File: src/rtl/lsu_if.sv
// ----------------------------------------------------------------------------
// lsu_if
// Bundles the core-side request signals and the data-memory bus of the
// load/store unit.
//   slave  : the LSU itself (takes requests, drives the memory bus)
//   master : the surrounding core + memory (drives requests, answers the bus)
// Signals
//   req_valid/req_we/funct3/addr/wdata : access in execute stage
//   stall, rdata, rdata_valid          : core hold and load writeback
//   err_valid, err_code                : aborted-access pulse and cause
//   mem_req/mem_we/mem_addr/mem_be/mem_wdata : word-aligned memory request
//   mem_ready, mem_rdata               : memory completion and read word
// ----------------------------------------------------------------------------
interface lsu_if #(
    parameter int DATA_WIDTH = 32
);
    logic                    req_valid;
    logic                    req_we;
    logic [2:0]              funct3;
    logic [DATA_WIDTH-1:0]   addr;
    logic [DATA_WIDTH-1:0]   wdata;
    logic                    stall;
    logic [DATA_WIDTH-1:0]   rdata;
    logic                    rdata_valid;
    logic                    err_valid;
    logic [1:0]              err_code;
    logic                    mem_req;
    logic                    mem_we;
    logic [DATA_WIDTH-1:0]   mem_addr;
    logic [3:0]              mem_be;
    logic [DATA_WIDTH-1:0]   mem_wdata;
    logic                    mem_ready;
    logic [DATA_WIDTH-1:0]   mem_rdata;

    modport slave (
        input  req_valid, req_we, funct3, addr, wdata, mem_ready, mem_rdata,
        output stall, rdata, rdata_valid, err_valid, err_code,
               mem_req, mem_we, mem_addr, mem_be, mem_wdata
    );

    modport master (
        output req_valid, req_we, funct3, addr, wdata, mem_ready, mem_rdata,
        input  stall, rdata, rdata_valid, err_valid, err_code,
               mem_req, mem_we, mem_addr, mem_be, mem_wdata
    );
endinterface

File: src/rtl/lsu.sv
// ----------------------------------------------------------------------------
// lsu
// Load/store unit between the ALU and a variable-latency data memory.
// Issues word-aligned requests with byte enables, aligns and extends load
// data, stalls the core while an access is in flight, and reports
// misaligned / illegal-funct3 / timeout errors as one-cycle pulses.
// Ports
//   clk  : clock
//   rst  : synchronous reset, active-high
//   bus  : lsu_if.slave (core request side + memory bus)
// Parameters
//   DATA_WIDTH     : data/address width (32 only)
//   TIMEOUT_CYCLES : REQ cycles without mem_ready before a timeout error
// ----------------------------------------------------------------------------
module lsu #(
    parameter int DATA_WIDTH     = 32,
    parameter int TIMEOUT_CYCLES = 255
) (
    input  logic  clk,
    input  logic  rst,
    lsu_if.slave  bus
);

    typedef enum logic [1:0] {IDLE, REQ, DONE, ERR} state_t;

    localparam logic [7:0] CNT_LAST = 8'(TIMEOUT_CYCLES - 1);

    state_t      state_q, state_d;
    logic [7:0]  cnt_q, cnt_d;
    logic [1:0]  err_code_d;
    logic        illegal, misaligned;
    logic [2:0]  f3_q;
    logic [1:0]  off_q;

    // Byte enables for the access size at the given byte offset.
    function automatic logic [3:0] byte_en(input logic [1:0] size, input logic [1:0] off);
        case (size)
            2'b00:   return 4'b0001 << off;
            2'b01:   return 4'b0011 << {off[1], 1'b0};
            default: return 4'b1111;
        endcase
    endfunction

    // Replicate store data across all lanes so the memory picks it via mem_be.
    function automatic logic [DATA_WIDTH-1:0] store_lanes(input logic [1:0] size,
                                                          input logic [DATA_WIDTH-1:0] wd);
        case (size)
            2'b00:   return {4{wd[7:0]}};
            2'b01:   return {2{wd[15:0]}};
            default: return wd;
        endcase
    endfunction

    // Select the addressed byte/half and extend; funct3[2] selects zero-extension.
    function automatic logic [DATA_WIDTH-1:0] load_extend(input logic [2:0] f3,
                                                          input logic [1:0] off,
                                                          input logic [DATA_WIDTH-1:0] word);
        logic signed [7:0]  b;
        logic signed [15:0] h;
        b = word[{off, 3'b000} +: 8];
        h = word[{off[1], 4'b0000} +: 16];
        case (f3[1:0])
            2'b00: begin
                if (f3[2]) return DATA_WIDTH'($unsigned(b));
                else       return DATA_WIDTH'(b);
            end
            2'b01: begin
                if (f3[2]) return DATA_WIDTH'($unsigned(h));
                else       return DATA_WIDTH'(h);
            end
            default: return word;
        endcase
    endfunction

    always_comb begin
        // Reserved sizes, and unsigned variants that only exist for loads.
        illegal    = (bus.funct3 == 3'b011) || (bus.funct3[2:1] == 2'b11) ||
                     (bus.req_we && bus.funct3[2]);
        misaligned = ((bus.funct3[1:0] == 2'b01) && bus.addr[0]) ||
                     ((bus.funct3[1:0] == 2'b10) && (bus.addr[1:0] != 2'b00));
    end

    always_comb begin
        state_d    = state_q;
        cnt_d      = cnt_q;
        err_code_d = 2'b00;
        case (state_q)
            IDLE: begin
                if (bus.req_valid) begin
                    if (illegal) begin
                        state_d    = ERR;
                        err_code_d = 2'b11;
                    end else if (misaligned) begin
                        state_d    = ERR;
                        err_code_d = 2'b01;
                    end else begin
                        state_d = REQ;
                        cnt_d   = 8'd0;
                    end
                end
            end
            REQ: begin
                if (bus.mem_ready) begin
                    state_d = DONE;
                end else if (cnt_q == CNT_LAST) begin
                    state_d    = ERR;
                    err_code_d = 2'b10;
                end else begin
                    cnt_d = cnt_q + 8'd1;
                end
            end
            DONE:    state_d = IDLE;
            ERR:     state_d = IDLE;
            default: state_d = IDLE;
        endcase
    end

    // Stall is the only combinational output: it must cover the accept cycle.
    assign bus.stall = ((state_q == IDLE) && bus.req_valid) || (state_q == REQ);

    always_ff @(posedge clk) begin
        if (rst) begin
            state_q         <= IDLE;
            cnt_q           <= 8'd0;
            f3_q            <= 3'b000;
            off_q           <= 2'b00;
            bus.mem_req     <= 1'b0;
            bus.mem_we      <= 1'b0;
            bus.mem_addr    <= '0;
            bus.mem_be      <= 4'b0000;
            bus.mem_wdata   <= '0;
            bus.rdata       <= '0;
            bus.rdata_valid <= 1'b0;
            bus.err_valid   <= 1'b0;
            bus.err_code    <= 2'b00;
        end else begin
            state_q         <= state_d;
            cnt_q           <= cnt_d;
            bus.mem_req     <= (state_d == REQ);
            bus.err_valid   <= (state_d == ERR);
            bus.err_code    <= err_code_d;
            bus.rdata_valid <= (state_q == REQ) && bus.mem_ready && !bus.mem_we;
            if ((state_q == IDLE) && (state_d == REQ)) begin
                bus.mem_we    <= bus.req_we;
                bus.mem_addr  <= {bus.addr[DATA_WIDTH-1:2], 2'b00};
                bus.mem_be    <= byte_en(bus.funct3[1:0], bus.addr[1:0]);
                bus.mem_wdata <= store_lanes(bus.funct3[1:0], bus.wdata);
                f3_q          <= bus.funct3;
                off_q         <= bus.addr[1:0];
            end
            // Load data is captured on the completing edge; rdata holds afterwards.
            if ((state_q == REQ) && bus.mem_ready && !bus.mem_we)
                bus.rdata <= load_extend(f3_q, off_q, bus.mem_rdata);
        end
    end

endmodule

File: src/flat_wrapper.sv
// flat-port wrapper written by rule: the top's interface ports become plain ports
module lsu_flat 
#(
    parameter int DATA_WIDTH     = 32,
    parameter int TIMEOUT_CYCLES = 255
)
  (clk, rst, bus_req_valid, bus_req_we, bus_funct3, bus_addr, bus_wdata, bus_mem_ready, bus_mem_rdata, bus_stall, bus_rdata, bus_rdata_valid, bus_err_valid, bus_err_code, bus_mem_req, bus_mem_we, bus_mem_addr, bus_mem_be, bus_mem_wdata);
  lsu_if #(.DATA_WIDTH(DATA_WIDTH)) bus_i ();
  input  logic clk;
  input  logic rst;
  input wire logic [$bits(bus_i.req_valid)-1:0] bus_req_valid;
  input wire logic [$bits(bus_i.req_we)-1:0] bus_req_we;
  input wire logic [$bits(bus_i.funct3)-1:0] bus_funct3;
  input wire logic [$bits(bus_i.addr)-1:0] bus_addr;
  input wire logic [$bits(bus_i.wdata)-1:0] bus_wdata;
  input wire logic [$bits(bus_i.mem_ready)-1:0] bus_mem_ready;
  input wire logic [$bits(bus_i.mem_rdata)-1:0] bus_mem_rdata;
  output wire logic [$bits(bus_i.stall)-1:0] bus_stall;
  output wire logic [$bits(bus_i.rdata)-1:0] bus_rdata;
  output wire logic [$bits(bus_i.rdata_valid)-1:0] bus_rdata_valid;
  output wire logic [$bits(bus_i.err_valid)-1:0] bus_err_valid;
  output wire logic [$bits(bus_i.err_code)-1:0] bus_err_code;
  output wire logic [$bits(bus_i.mem_req)-1:0] bus_mem_req;
  output wire logic [$bits(bus_i.mem_we)-1:0] bus_mem_we;
  output wire logic [$bits(bus_i.mem_addr)-1:0] bus_mem_addr;
  output wire logic [$bits(bus_i.mem_be)-1:0] bus_mem_be;
  output wire logic [$bits(bus_i.mem_wdata)-1:0] bus_mem_wdata;
  assign bus_i.req_valid = bus_req_valid;
  assign bus_i.req_we = bus_req_we;
  assign bus_i.funct3 = bus_funct3;
  assign bus_i.addr = bus_addr;
  assign bus_i.wdata = bus_wdata;
  assign bus_i.mem_ready = bus_mem_ready;
  assign bus_i.mem_rdata = bus_mem_rdata;
  assign bus_stall = bus_i.stall;
  assign bus_rdata = bus_i.rdata;
  assign bus_rdata_valid = bus_i.rdata_valid;
  assign bus_err_valid = bus_i.err_valid;
  assign bus_err_code = bus_i.err_code;
  assign bus_mem_req = bus_i.mem_req;
  assign bus_mem_we = bus_i.mem_we;
  assign bus_mem_addr = bus_i.mem_addr;
  assign bus_mem_be = bus_i.mem_be;
  assign bus_mem_wdata = bus_i.mem_wdata;
  lsu #(.DATA_WIDTH(DATA_WIDTH), .TIMEOUT_CYCLES(TIMEOUT_CYCLES)) u_core (.clk(clk), .rst(rst), .bus(bus_i));
endmodule
File: config.mk
export PLATFORM = sky130hd
export DESIGN_NAME = lsu_flat
export DESIGN_NICKNAME = d
export VERILOG_FILES = /design/src/rtl/lsu_if.sv /design/src/rtl/lsu.sv /design/src/flat_wrapper.sv
export SDC_FILE = /design/constraint.sdc
export NUM_CORES = 1
export LEC_CHECK = 0
export BUFFER_PORTS_ARGS = -buffer_cell sky130_fd_sc_hd__buf_2
export CELL_PAD_IN_SITES_DETAIL_PLACEMENT = 0
export CELL_PAD_IN_SITES_GLOBAL_PLACEMENT = 1
export CORE_UTILIZATION = 34
export DETAILED_ROUTE_END_ITERATION = 8
export HOLD_SLACK_MARGIN = 0.06
export PLACE_DENSITY_LB_ADDON = 0.15
export SETUP_SLACK_MARGIN = 0.1
export SLEW_MARGIN = 20
export SYNTH_ARGS = -nofsm -noshare
export SYNTH_HDL_FRONTEND = slang
export SYNTH_SLANG_ARGS = --single-unit
File: constraint.sdc
create_clock -name clk -period 2.6 [get_ports clk]
set_clock_uncertainty 0.05 [all_clocks]
set_input_delay 0.52 -clock clk [delete_from_list [all_inputs] [get_ports clk]]
set_output_delay 0.52 -clock clk [all_outputs]
set_load 0.01 [all_outputs]
After elaboration in Yosys (flattened, before gate mapping)
Index checks and enable logic that the tools add are counted.

operators by class
  shifts and indexed selects = 4
  reductions and logical operators = 19
  equality and inequality tests = 16
  mux-type cells = 23
  $add $sub $neg = 1

operators with widths
  cell                                                  count
  case mux 32 bit (2 select lines)                      2
  two-way mux 32 bit                                    2
  two-way mux 8 bit                                     5
  variable part select 32 x 6 -> 16 bit                 1
  variable part select 32 x 6 -> 8 bit                  1
  two-way mux 2 bit                                     9
  case mux 8 bit (2 select lines)                       1
  equality test 2 bit (second input constant)           5
  inequality test 2 bit (second input constant)         5
  adder 8 x 1 -> 8 bit (second input constant)          1
  equality test 2 x 1 -> 1 bit (second input constant)  4
  equality test 8 bit (second input constant)           1
  case mux 4 bit (2 select lines)                       1
  logical AND 1 bit                                     7
  zero test 2 bit                                       3
  case mux 2 bit (3 select lines)                       1
  AND reduction 6 bit                                   1
  logical OR 1 bit                                      4
  case mux 2 bit (2 select lines)                       1
  nonzero test 2 bit                                    2
  << shifter 1 x 2 -> 4 bit (first input constant)      1
  << shifter 2 x 2 -> 4 bit (first input constant)      1
  equality test 3 x 2 -> 1 bit (second input constant)  1
  OR reduction 2 bit                                    1
  2 further kinds                                       2

storage, ports and cells
  input bits = 104
  register bits = 119

Logic depth before layout (Yosys ltp)
  depth after elaboration = 9
  gate-level depth with buffers = 8
  mapped depth without buffers = 7

Least setup slack after synthesis
OpenSTA, ideal clock, no wires.

  kind = input -> register
  from = in bus_funct3[0]
  to = reg u_core.cnt_q[7]
  required time = 2480 ps
  path buffers = 2
  library setup time = 70 ps
  data arrival time = 2074 ps
  slack = 406 ps
  stages on the path = 7
  path through = buf_6 -> a221oi_2 -> nor3_2 -> or3_1 -> buf_2 -> or4_1 -> a21oi_1

between the ends
  longest elaborated chain between the ends = 5

ends and longest elaborated chain
  item                                                  RTL line              text
  start: declaration                                    flat_wrapper.sv:13    input wire logic [$bits(bus_i.funct3)-1:0] bus_funct3;
  equality test 3 x 2 -> 1 bit (tied with other cells)  lsu.sv:77             illegal = (bus.funct3 == 3'b011) || (bus.funct3[2:1] == 2'b11) ||
  logical OR 1 bit (tied with other cells)              lsu.sv:77
  logical OR 1 bit (on tied branches)                   lsu.sv:77, lsu.sv:79
  inequality test 2 bit (no line)                       -
  AND reduction 6 bit (no line) *                       -
  end signal: assignment                                lsu.sv:138            cnt_q <= cnt_d;
  end: declaration                                      lsu.sv:29             logic [7:0] cnt_q, cnt_d;

Mark *: on every way between the ends. The rest lies on a longest branch, timed or not.
A chain may end at the register's enable or synchronous reset.

Worst setup path in the final report
  from = reg u_core.cnt_q[0]
  to = reg u_core.cnt_q[4]

between the ends
  longest elaborated chain between the ends = 4

ends and longest elaborated chain
  item                             RTL line    text
  adder 8 x 1 -> 8 bit             lsu.sv:109  cnt_d = cnt_q + 8'd1;
  two-way mux 8 bit                lsu.sv:105  end else if (cnt_q == CNT_LAST) begin
  two-way mux 8 bit                lsu.sv:103  if (bus.mem_ready) begin
  case mux 8 bit (2 select lines)  lsu.sv:87   case (state_q)

Parallel ways exist; a longest one is shown, timed or not. The select of a mux whose other input is x is not followed.

==> results.cfg <==
[synth]
ys_seq_area_share_pct = 46.9
synth_area_sq_um = 5080
synth_edf_count = 0
synthMuxAreaShare_pct = 3.99
synth_fa_ha_area_share_pct = 0.492
synth_top_family_by_area = simple AND/OR/NAND/NOR gates
synth.avg_cell_area_sq_um = 7.86
yosysWarnings = 0
synth-seq-cells = 119
synth_simple_gate_area_share_pct = 23.7
synth_top_area_share_pct = 46.9
synthCells = 647
synth_compound_area_share_pct = 19.5
synth_area_leader_cell = dfxtp_1
synth.area.top_cells = dfxtp_1 (47%), nand2_1 (12%), a21oi_1 (6.0%)
ys.flop_type = dfxtp_1
synth_xor_area_share_pct = 0.345
async_flop_share_pct = 0
synth_cell_type_count = 45

[final_layout]
drive_gt1_share_pct = 30.5
nNetsFinal = 940
fin_util_pct = 47.3
final_area_sq_um = 6870
diodes = 0
area_growth_pct = 35.1
fillers = 1511
final_common_cell = buf_2
final_cell_mix = buf_2 (207), nand2_1 (156), dfxtp_1 (119)
instances_no_fill = 1030

[routing]
vias = 5119
routed_wl_mm = 15.4
drc = 0
vias_per_cell = 4.97
drt_pass1_iterations = 4
wire_per_inst_um = 14.9
drt_iter0_drc = 347
ant_nets = 0

[cts]
clkTransAtPathRegs_ps = 50
cts_root_buffer = clkbuf_16
cts_max_level = 4
insertion_delay_ps = 410
cts_setup_buffers = 0
cts_resized = 0
cts_buffers = 17
clockBufferDepth = 2
hold_buffers = 0
cts_tree = built
cts_sinks = 119

[global_route]
grt_max_degree = 92
grt_pass1_wl_mm = 24.7
track_usage_pct = 20.0
antenna_found_initial = 0
gr-total-overflow = 0
grt_pass1_vias = 4848

[sta]
slew_headroom_pct = 47.0
setup_viol = 0
period_minus_slack_ps = 2000
max_freq_mhz = 501
setup_tns_ps = 0
worst_slew_pin_slew_ps = 795
hold_viol_final = 0
slew_viol_final = 0
rsz0062_at_grt = no
fin_crit_sh_pct = 76.8

[worst_setup_path]
crit_family = simple AND/OR/NAND/NOR gates
path_class = reg -> reg
required_ps = 2890
critPathMaxFanout = 9
startpoint_type = register
slowest_stage = or3_1
cp_num_buf_inv = 2
cp.arrival_ps = 2290
endpoint_kind = register
cp_cell_sequence = inv_1, ha_1, nand3_1, nor3_1, or3_1, buf_4, or3_1, a21oi_1
cpMostUsedCell = or3_1
crit_path_max_incr_delay_ps = 400

[power_and_ir_drop]
switching_share_pct = 24.9
leakage_nw = 2.94
pwr-share-seq_pct = 40.0
p_switching_mw = 1.23
power_frac_clock_pct = 47.3
ir_drop_mv = 0.468
p_per_area_nw_per_um2 = 722
power.total_mw = 4.96
power.internal_mw = 3.72
combPwrFrac_pct = 12.7

[place]
dp_hpwl_mm = 11.1
gp_congestion = 0.829
io_buffers = 208
place_inst = 999
place_area_sq_um = 6280

[floorplanning]
core-area_sq_um = 14500
die_h_um = 124
num_rows = 44
ios = 211
dieWidth_um = 124
die_area_sq_um = 15400
initial_core_util_pct = 35.0

[hold_path]
hold_path_class = in -> reg

[flow_run]
cap_viol_max_count = 0

[run_status]
status = complete, no violations
## flip-flops by register name, indices dropped and copies added, names as in the netlist, 2 cells and up
name and count:
u_core.bus.mem_be 4, u_core.bus.err_code 2, u_core.bus.mem_wdata 32, u_core.bus.rdata 32, u_core.bus.mem_addr 30, u_core.state_q 2
u_core.cnt_q 8, u_core.f3_q 3, u_core.off_q 2
## cell usage after synthesis, types with 2 or more instances
master    count
nand2_1     156
dfxtp_1     119
nor2_1       78
a21oi_1      61
clkbuf_1     43
a211oi_1     33
o21ai_0      20
mux2i_1      18
a311oi_1     12
nor3_1       11
inv_1        10
nor4_1       10
o211ai_1      8
a22oi_1       7
a31oi_1       7
or3_1         6
nand2b_1      5
buf_2         4
nand3_1       3
and2_1        2
buf_1         2
buf_4         2
ha_1          2
mux2_2        2
nand3b_1      2
nand4_1       2
nor2b_1       2
nor3_2        2
xnor2_1       2
## metrics by stage
stage | worst slack (ps) | hold slack (ps)
final | 603 | 296
after global routing | 486 | 280
after CTS | 579 | 272
after detailed placement | 302 | 393
after global placement | 372 | 390
after floorplan | 406 | 370
## worst register-to-register path, stage by stage, from the launching register on
cell     delay (ps)
dfxtp_1         390
inv_1            60
ha_1            200
nand3_1          80
nor3_1           90
or3_1           400
buf_4           170
or3_1           340
a21oi_1         140
## worst paths after layout
kind,slack [ps],cells past startpoint,end,from
worst max-delay path,600,8,u_core.cnt_q[4],u_core.cnt_q[0]
worst min-delay path,300,3,u_core.bus.mem_addr[23],bus_addr[23]
worst max register to register,600,8,u_core.cnt_q[4],u_core.cnt_q[0]
worst min register to register,400,2,u_core.bus.mem_addr[23],u_core.bus.mem_addr[23]
## cell families (layout without fill, tap and decap cells)
group           Yosys count  in the layout
simple gates            284            284
compound gates          156            156
flops                   119            119
buf+inv                  63            261
mux                      20             20
fa+ha+maj                 2              2
xor+xnor                  2              2
other cells               1              2
## area by class of cell
type | count | area, sq um | share of cell area [%]
well taps | 184 | 230 | 3.35
repair buffers | 219 | 1160 | 16.9
clock buffers | 22 | 464 | 6.76
clock inverters | 9 | 125 | 1.82
inverters | 11 | 41.3 | 0.601
multi-input cells | 466 | 2460 | 35.8
flip-flops and latches | 119 | 2380 | 34.7
## per-layer routing
layer  share of wire (%)  up-vias  track usage, %
li1                    -     2600               -
met5                   0        -               0
met1                  45     2340            25.6
met3                 6.7       20            6.92
met4                 1.7        0            7.51
met2                  46      159            31.0
## power by group through the flow
stage	Sequential, mW	Clock, mW	Combinational (mW)
after floorplan	2.05	0	0.312
after global placement	2.01	0	0.622
after detailed placement	2.02	0	0.634
after CTS	1.98	2.41	0.635
after global routing	1.99	2.50	0.699
final	1.98	2.35	0.629
Power figures use the tool's default switching activity.
